--- src/rtl/mux_scan_ctrl.sv ---
// mux_scan_ctrl: walks a 4:1 mux select through 0..3, holding each for DWELL clocks, and packs the sampled outputs into one word.
// Optional macro MUX_SCAN_PARITY_EN adds a registered parity output alongside data.
module mux_scan_ctrl #(
    parameter int unsigned DWELL = 2
) (
    input  logic       clk,
    input  logic       rst,
    input  logic       start,
    input  logic       continuous,
    input  logic       y,
    output logic [1:0] s,
    output logic [3:0] data,
    output logic       valid,
`ifdef MUX_SCAN_PARITY_EN
    output logic       parity,
`endif
    output logic       busy
);
    if (DWELL < 1 || DWELL > 15) begin : g_dwell_chk
        $error("mux_scan_ctrl: DWELL must be in 1..15");
    end

    localparam logic [0:0] IDLE = 1'b0;
    localparam logic [0:0] SCAN = 1'b1;
    localparam logic [3:0] RELOAD = 4'(DWELL - 1);

    logic [0:0] state_q, state_d;
    logic [1:0] s_q, s_d;
    logic [3:0] cnt_q, cnt_d;
    logic [3:0] cap_q, cap_d;
    logic [3:0] data_q, data_d;
    logic       valid_q, valid_d;

    always_comb begin
        state_d = state_q;
        s_d     = s_q;
        cnt_d   = cnt_q;
        cap_d   = cap_q;
        data_d  = data_q;
        valid_d = 1'b0;
        if (state_q == IDLE) begin
            if (start) begin
                state_d = SCAN;
                s_d     = 2'd0;
                cnt_d   = RELOAD;
            end
        end else if (cnt_q != 4'd0) begin
            cnt_d = cnt_q - 4'd1;
        end else begin
            cnt_d        = RELOAD;
            cap_d[s_q]   = y;
            s_d          = s_q + 2'd1;
            // Channel 3 bypasses the capture register so the word is ready on the sampling edge
            if (s_q == 2'd3) begin
                data_d  = {y, cap_q[2:0]};
                valid_d = 1'b1;
                state_d = continuous ? SCAN : IDLE;
            end
        end
    end

    always_ff @(posedge clk or posedge rst) begin
        if (rst) begin
            state_q <= IDLE;
            s_q     <= 2'd0;
            cnt_q   <= 4'd0;
            cap_q   <= 4'd0;
            data_q  <= 4'd0;
            valid_q <= 1'b0;
        end else begin
            state_q <= state_d;
            s_q     <= s_d;
            cnt_q   <= cnt_d;
            cap_q   <= cap_d;
            data_q  <= data_d;
            valid_q <= valid_d;
        end
    end

`ifdef MUX_SCAN_PARITY_EN
    logic parity_q;

    always_ff @(posedge clk or posedge rst) begin
        if (rst) parity_q <= 1'b0;
        else     parity_q <= ^data_d;
    end

    assign parity = parity_q;
`endif

    assign s     = s_q;
    assign data  = data_q;
    assign valid = valid_q;
    assign busy  = state_q;
endmodule

--- config.mk ---
export PLATFORM = sky130hd
export DESIGN_NAME = mux_scan_ctrl
export DESIGN_NICKNAME = d
export VERILOG_FILES = /design/src/rtl/mux_scan_ctrl.sv
export SDC_FILE = /design/constraint.sdc
export NUM_CORES = 1
export LEC_CHECK = 0
export ABC_AREA = 1
export CAP_MARGIN = 10
export CORE_MARGIN = 8
export CORE_UTILIZATION = 50
export CTS_CLUSTER_SIZE = 14
export DETAILED_ROUTE_END_ITERATION = 12
export PLACE_DENSITY = 0.79
export SLEW_MARGIN = 25
export SYNTH_ARGS = -nofsm -noshare
export SYNTH_HDL_FRONTEND = slang
export SYNTH_SLANG_ARGS = --single-unit
--- constraint.sdc ---
create_clock -name clk -period 2.7 [get_ports clk]
set_input_delay 0.27 -clock clk [delete_from_list [all_inputs] [get_ports clk]]
set_output_delay 0.27 -clock clk [all_outputs]
set_load 0.02 [all_outputs]
## Word level (Yosys, flattened, before mapping)

Index checks and enable logic that the tools add are counted.

| word-level totals | value |
|---|---|
| register bits | 16 |
| logic and storage cells | 36 |
| bits of input ports | 5 |
| output and inout bits | 8 |

| operators by class | value |
|---|---|
| multiplexer cells | 17 |
| eq/ne operators | 2 |
| reductions and logical operators | 6 |
| add/sub/neg operators | 2 |
| bitwise gates (word level) | 1 |
| magnitude comparators | 2 |

Operators with widths:

| operator | count |
|---|---|
| 4-bit 2-to-1 mux | 3 |
| 1-bit 2-to-1 mux | 9 |
| 2-bit 2-to-1 mux | 3 |
| 4-bit bitwise mux | 1 |
| 2-bit AND reduction | 2 |
| 4-bit nonzero test | 1 |
| 4-bit by 1-bit subtractor with 4-bit output, second input constant | 1 |
| 2-bit by 3-bit < comparator with 1-bit output, second input constant | 1 |
| 3-bit AND reduction | 1 |
| 2-bit by 1-bit adder with 2-bit output, second input constant | 1 |
| 1-bit demux with 2-bit select | 1 |
| 2-bit equality test, second input constant | 1 |
| 2-bit by 1-bit >= comparator with 1-bit output, second input constant | 1 |
| 2-bit inequality test, second input constant | 1 |
| 2-bit nonzero test | 1 |
| 1-bit logical AND | 1 |
| 1-bit inverter | 1 |

## Longest topological paths before layout

Gate-level depths: netlist (run 1).

| depth | value |
|---|---|
| word-level depth | 5 |
| mapped depth | 7 |
| gate-level depth less buffers | 7 |

## Least setup slack after synthesis (run 1)

OpenSTA, ideal clock, no wires.

| timing | value |
|---|---|
| path type | register to register |
| start point | reg cnt_q[0] |
| end point | reg s_q[0] (netlist: s[0]) |
| path buffers | 0 |
| period minus slack after synthesis | 1,221 ps |
| cell stages (with the launch flop) | 8 |
| required time | 2,582 ps |
| setup slack | 1,479 ps |
| data arrival time | 1,104 ps |
| setup time | 118 ps |
| cell sequence | dfrtp_1 > inv_1 > ha_1 > nand2_1 > nand2_1 > nand2_1 > nand2_1 > nand2_1 |

| on the way | value |
|---|---|
| word-level cells in the longest chain between the ends | 3 |

Ends and longest elaborated chain:

| what | RTL line | text |
|---|---|---|
| from (decl) | 29 | `logic [3:0] cnt_q, cnt_d;` |
| from (signal assigned) | 73 | `cnt_q <= cnt_d;` |
| 4-bit nonzero test | 47 | `end else if (cnt_q != 4'd0) begin` |
| 2-bit inequality test (no line) | n/a |  |
| 2-bit AND reduction (no line) | n/a |  |
| to (signal assigned) | 65 | `s_q <= 2'd0;` |
| to (signal assigned) | 72 | `s_q <= s_d;` |
| to (decl) | 28 | `logic [1:0] s_q, s_d;` |

No other way between the ends.
A chain may end at the register's enable or synchronous reset.

## Final worst setup path (run 1)

| timing | value |
|---|---|
| start point | reg state_q (netlist: busy) |
| end point | out busy |

RTL lines:

| what | RTL line | text |
|---|---|---|
| from (decl) | 27 | `logic [0:0] state_q, state_d;` |
| from (signal assigned) | 71 | `state_q <= state_d;` |
| to (decl) | 17 | `output logic busy` |

No word-level cell between the ends.

==> results.md, run 1 <==
- Status: finished, final reports clean
- Clock buffer count from CTS: 3
- Min Tclk post-route: 1750 ps
- Crit path buf inv count: 1
- Largest net degree at the start of global routing: 16
- N_diodes: 0
- Final ANT Viol Nets: 0
- DP Area: 868 µm²
- I/O pin count: 13
- Footprint of the multi-input gates: about 320 µm²
- FILL cells: 110
- Reg power frac: 0.417
- Layout area overhead: 22.6%
- Sequential area share after synthesis: 0.515
- Max Freq: approximately 0.57 GHz
- Cts hold-fix bufs: 0
- Clock Latency Late Sink: 280 ps
- Top delay family on crit path: buffers and inverters
- Crit share post-route: 0.649
- Antenna violations before repair: 0
- PwrDens: 1070 mW/mm²
- Total wire length: 1340 µm
- Syn Std Cell Area: 729 µm²
- Global-route wire length before repair: 2190 µm
- Max Root-Sink Buffers: 2
- Met2 Resource Use GR: 0.155
- Crit-path slowest cell: clkdlybuf4s50_1
- Vias: 567
- Post-Synthesis Net Count: 92
- Final net count: 109
- Worst Path Arrival: about 1500 ps
- Setup repair after global routing missed its margin: no
- DIE AREA: 0.00294 mm²
- Via/cell ratio: 5.06
- Routability cong.: about 0.75
- DRT Pass-1 Iters: 4
- Distinct cell type count after synthesis: 16
- Tot GR Track Use: 0.102
- Dpl cells: 108
- Met3 Usage GRT: 0.0303
- Slew @ Worst Pin: between 500 and 600 ps
- Synthesis Warnings: 0
- Core ar.: approximately 0.0013 mm²
- Reg-to-Reg Start: cnt_q[0]
- Most frequent cells in the layout: nand2_1 (29), dfrtp_1 (15), clkdlybuf4s50_1 (12)
- Die Ht: 54.2 µm
- Grt ovf: 0
- GR Util met1: 0.128
- Post-CTS Repair Setup Buffers: 0
- Initial core utilization: 0.547
- P_sw: 0.388 mW
- Slew HR: 0.627
- Leakage power total: 0.453 nW
- Clk sinks: 15
- Register area: 375 µm²
- PortBufs: 12
- Routed len/inst: between 10 and 15 µm
- Combinational power share: 0.450
- Max-slew violation total from the final report: 0
- CTS tree: done
- CP Class: register to output port
- Crit end category: output port
- Largest stage delay, worst path: between 600 and 700 ps
- Layout cell share with drive strength beyond 1: 0.0722
- Vias in the first global route: 513
- Leading cell type in the layout, fill and taps excluded: nand2_1
- Drt initial violations: 14
- Clock power share: 0.132
- Placed wire-length estimate: 1020 µm
- Avg Inst Size Synth: roughly 9 µm²
- Die width: between 50 and 60 µm
- Int Power: 0.568 mW
- # resized after CTS: 0
- H-tree Lvls: 1
- CP required: about 2400 ps
- Final Hold Viols: 0
- VDD IR max: ~0.00054 V
- Maxcap violations: 0
- Clk_skew: 5.18 ps
- CP startpoint: busy
- Root buffer cell: clkbuf_4
- Global route hottest layer: met2
- Fin Setup TNS: 0 ps
- Post-synthesis register bit count: 15
- Fin area: roughly 890 µm²
- Sw Ratio: 0.406
- # DRC: 0
- Worst Hold Class: input pin to asynchronous set/reset pin
- Cell Chain, Critical Path: clkdlybuf4s50_1
- Synth Instances: 81
- Critical-path maximum fanout: 8
- Final Setup Violations: 0
- Final Non-Filler Cells: 112
- Register clock-pin slew on the reported worst setup and hold paths: 90 ps
- Crit start category: register
- # rows: 13
## flip-flops by register name, indices dropped and copies added (netlist names)
signal and cells:
cnt_q 4, s 2, busy 1, data 4, valid 1, cap_q 3
## layer usage
layer / routed length (µm) / up-vias
li1: - / 289
met1: 646 / 259
met2: 567 / 15
met3: 96 / 4
met4: 25 / 0
met5: 0 / -
## cells in the mapped netlist
library cell  number  area [µm²]
nor2_2             1        6.26
nor2_1             4        15.0
nand2_1           29         109
nand4_1            3        18.8
nand3_1            3        15.0
o21ai_0            4        20.0
inv_1              9        33.8
o22ai_1            1        6.26
inv_2              1        3.75
o21ai_1            1        5.00
xnor2_1            1        8.76
ha_1               6        75.1
dfrtp_1           15         375
a21oi_1            1        5.00
nor2_4             1        11.3
nand4_4            1        21.3
## power by group through the flow
stage / clock (mW) / combinational (mW) / sequential (mW)
3_5_place_dp: 0 / 0.434 / 0.404
5_1_grt: 0.138 / 0.484 / 0.416
2_1_floorplan: 0 / 0.241 / 0.445
3_3_place_gp: 0 / 0.420 / 0.400
6_report: 0.126 / 0.430 / 0.399
4_1_cts: 0.128 / 0.437 / 0.400
## through the flow
step                      power, mW  hold WS (ps)  worst slack [ps]  utilization
after floorplan               0.686           171              1480            -
after global placement        0.820           458              1290        0.651
after detailed placement      0.838           462              1250        0.651
after CTS                     0.965           352               938        0.671
after global routing           1.04           394               894        0.671
final                         0.956           328               948        0.671
## worst paths after layout
| path | endpoint | slack (ps) | cells past startpoint |
|---|---|---|---|
| setup / recovery | busy | 950 | 1 |
| hold / removal | cnt_q[2] | 330 | 2 |
| setup reg to reg | s[1] | 1320 | 7 |
| hold reg to reg | data[0] | 480 | 2 |
| max in group asynchronous | cap_q[1] | 2000 | 2 |
| min in group clk | data[0] | 480 | 2 |
## cell type report
cell class              instances  area share
clock buffers                   4      0.0294
inverters                      10      0.0420
multi-input cells              56       0.354
flip-flops and latches         15       0.420
well taps                      15      0.0210
repair buffers                 12       0.134
## cells by family after synthesis
logic type	share of synthesized area
XOR/XNOR	0.0120
adder cells (fa/ha/maj)	0.103
flip-flops	0.515
buffers and inverters	0.0514
AO/OA/AOI/OAI	0.0497
AND/OR/NAND/NOR	0.269
No activity file was read; power rests on OpenSTA's default activity.
==> run 2: changes to the inputs <==
Settings changed: CORE_UTILIZATION 50 to 44, PLACE_DENSITY 0.79 to 0.74.
Clock period 2.7 ns to 1.5 ns, I/O delays scaled along.
==> results.md, run 2 (synthesis results as in run 1) <==
- Max Root-Sink Buffers: 2 (unchanged)
- CP required: 1350 ps (was 2430 ps)
- Max Freq: 0.714 GHz
- Register clock-pin slew on the reported worst setup and hold paths: 100 ps (was 90 ps)
- Largest stage delay, worst path: 610 ps (was 670 ps)
- Crit start category: register (unchanged)
- P_sw: 0.709 mW (was 0.388 mW)
- PortBufs: 12 (unchanged)
- Max-slew violation total from the final report: 0 (unchanged)
- Clk_skew: 6.38 ps (was 5.18 ps)
- Int Power: 1.01 mW (was 0.568 mW)
- Status: finished, final reports clean (unchanged)
- Leading cell type in the layout, fill and taps excluded: nand2_1 (unchanged)
- Clk sinks: 15 (unchanged)
- Post-CTS Repair Setup Buffers: 0 (unchanged)
- Final setup margin: 99.2 ps (was 948 ps)
- # rows: 14 (was 13)
- Smallest hold slack: 213 ps (was 328 ps)
- Reg power frac: 0.415 (was 0.417)
- Vias in the first global route: 569 (was 513)
- Global-route wire length before repair: 2460 µm (was 2190 µm)
- H-tree Lvls: 1 (unchanged)
- Most frequent cells in the layout: nand2_1 (29), dfrtp_1 (15), clkdlybuf4s50_1 (10) (was nand2_1 (29), dfrtp_1 (15), clkdlybuf4s50_1 (12))
- Root buffer cell: clkbuf_4 (unchanged)
- Combinational power share: 0.448 (was 0.450)
- Final ANT Viol Nets: 0 (unchanged)
- Layout area overhead: 24.7% (was 22.6%)
- Routability cong.: 0.731 (was 0.750)
- Initial core utilization: 0.479 (was 0.547)
- Top delay family on crit path: buffers and inverters (unchanged)
- Crit path buf inv count: 1 (unchanged)
- Via/cell ratio: 4.83 (was 5.06)
- Min Tclk post-route: 1400 ps
- Final Setup Violations: 0 (unchanged)
- Crit share post-route: 0.934
- Core ar.: 0.00152 mm² (was 0.00133 mm²)
- DRT Pass-1 Iters: 4 (unchanged)
- Layout cell share with drive strength beyond 1: 0.101 (was 0.0722)
- CTS tree: done (unchanged)
- Maxcap violations: 0 (unchanged)
- DIE AREA: 0.00322 mm² (was 0.00294 mm²)
- Clock Latency Late Sink: 280 ps (about the same)
- Worst Hold Class: input pin to asynchronous set/reset pin (unchanged)
- # DRC: 0 (unchanged)
- Largest net degree at the start of global routing: 16 (unchanged)
- VDD IR max: 0.000947 V (was 0.000543 V)
- Drt initial violations: 23 (was 14)
- CP Class: register to output port (unchanged)
- Sw Ratio: 0.413 (was 0.406)
- Final net count: 111 (was 109)
- Tot GR Track Use: 0.0936 (was 0.102)
- Placed wire-length estimate: 1050 µm (was 1020 µm)
- Clock buffer count from CTS: 3 (unchanged)
- Antenna violations before repair: 0 (unchanged)
- PwrDens: 1890 mW/mm² (was 1070 mW/mm²)
- I/O pin count: 13 (unchanged)
- Leakage power total: 0.471 nW (was 0.453 nW)
- Setup repair after global routing missed its margin: no (unchanged)
- Worst Path Arrival: 1250 ps (was 1480 ps)
- Die Ht: 56.7 µm (was 54.2 µm)
- Die width: 56.7 µm (was 54.2 µm)
- Slew HR: 0.612 (was 0.627)
- Total chip power: 1.72 mW (was 0.956 mW)
- Critical-path maximum fanout: 2 (was 8)
- Pre-CTS setup slack: 166 ps (was 1250 ps)
- Slew @ Worst Pin: 582 ps (was 558 ps)
- N_diodes: 0 (unchanged)
- Cell Chain, Critical Path: clkdlybuf4s50_1 (unchanged)
- Crit end category: output port (unchanged)
- Cts hold-fix bufs: 0 (unchanged)
- Crit-path slowest cell: clkdlybuf4s50_1 (unchanged)
- Final Hold Viols: 0 (unchanged)
- Routed len/inst: 12.0 µm (was 11.9 µm)
- Clock power share: 0.137 (was 0.132)
- Fin Setup TNS: 0 ps (unchanged)
- Vias: 555 (was 567)
- Total wire length: 1380 µm (was 1340 µm)
- Grt ovf: 0 (unchanged)
==> run 2: cell types whose count changed in the layout (fill, tap and decap cells not counted), sizes merged <==
cell	delta
buf	+2
clkbuf	-1
clkdlybuf4s50	-2
clkinv	+1
dlygate4sd2	+2
==> run 2: stage by stage <==
stage	utilization	instances	cell area, µm²
6_report	0.597	115	910
2_1_floorplan	-	81	729
5_1_grt	0.597	115	910
4_1_cts	0.597	115	910
3_5_place_dp	0.580	111	885
3_3_place_gp	0.580	111	885
==> run 2: worst paths after layout <==
| path | from | depth (start not counted) | slack (ps) | endpoint |
|---|---|---|---|---|
| max | busy | 1 | 100 | busy |
| min in group clk | continuous | 3 | 430 | busy |
| max reg2reg | cnt_q[0] | 7 | 140 | s[0] |
| min | rst | 2 | 210 | data[1] |
| max in group asynchronous | rst | 2 | 910 | cnt_q[3] |
| min reg2reg | cap_q[2] | 2 | 480 | data[2] |
==> run 2: layout make-up <==
cell class | instances | area (µm²)
Fill cell | 147 | 614
Sequential cell | 15 | 375
Multi-Input combinational cell | 56 | 317
Timing Repair Buffer | 14 | 133
Inverter | 10 | 37.5
Clock buffer | 3 | 22.5
Tap cell | 16 | 20.0
Clock inverter | 1 | 5.00
==> run 2: power groups by stage <==
stage | sequential (mW) | clock [mW] | combinational, mW
after floorplan | 0.802 | 0 | 0.433
after global placement | 0.719 | 0 | 0.773
after detailed placement | 0.723 | 0 | 0.794
after CTS | 0.714 | 0.237 | 0.783
after global routing | 0.735 | 0.252 | 0.889
final | 0.711 | 0.235 | 0.769
==> run 2: per-layer routing <==
metal,track usage,wire length (µm)
met1,0.108,664
met2,0.147,619
met3,0.0315,79
met4,0.0515,13
met5,0,0
==> run 2: timing repair <==
item                                    in CTS  in global routing
endpoints found under the setup margin       2                  0
endpoints found under the hold margin        0                  0
resized for setup                            2                  0
==> run 3: changes to the inputs <==
Settings changed: GPL_ROUTABILITY_DRIVEN set to 0.
==> results of run 3 <==
Same layout as run 2: the final DEF is identical, and so are final timing and power.
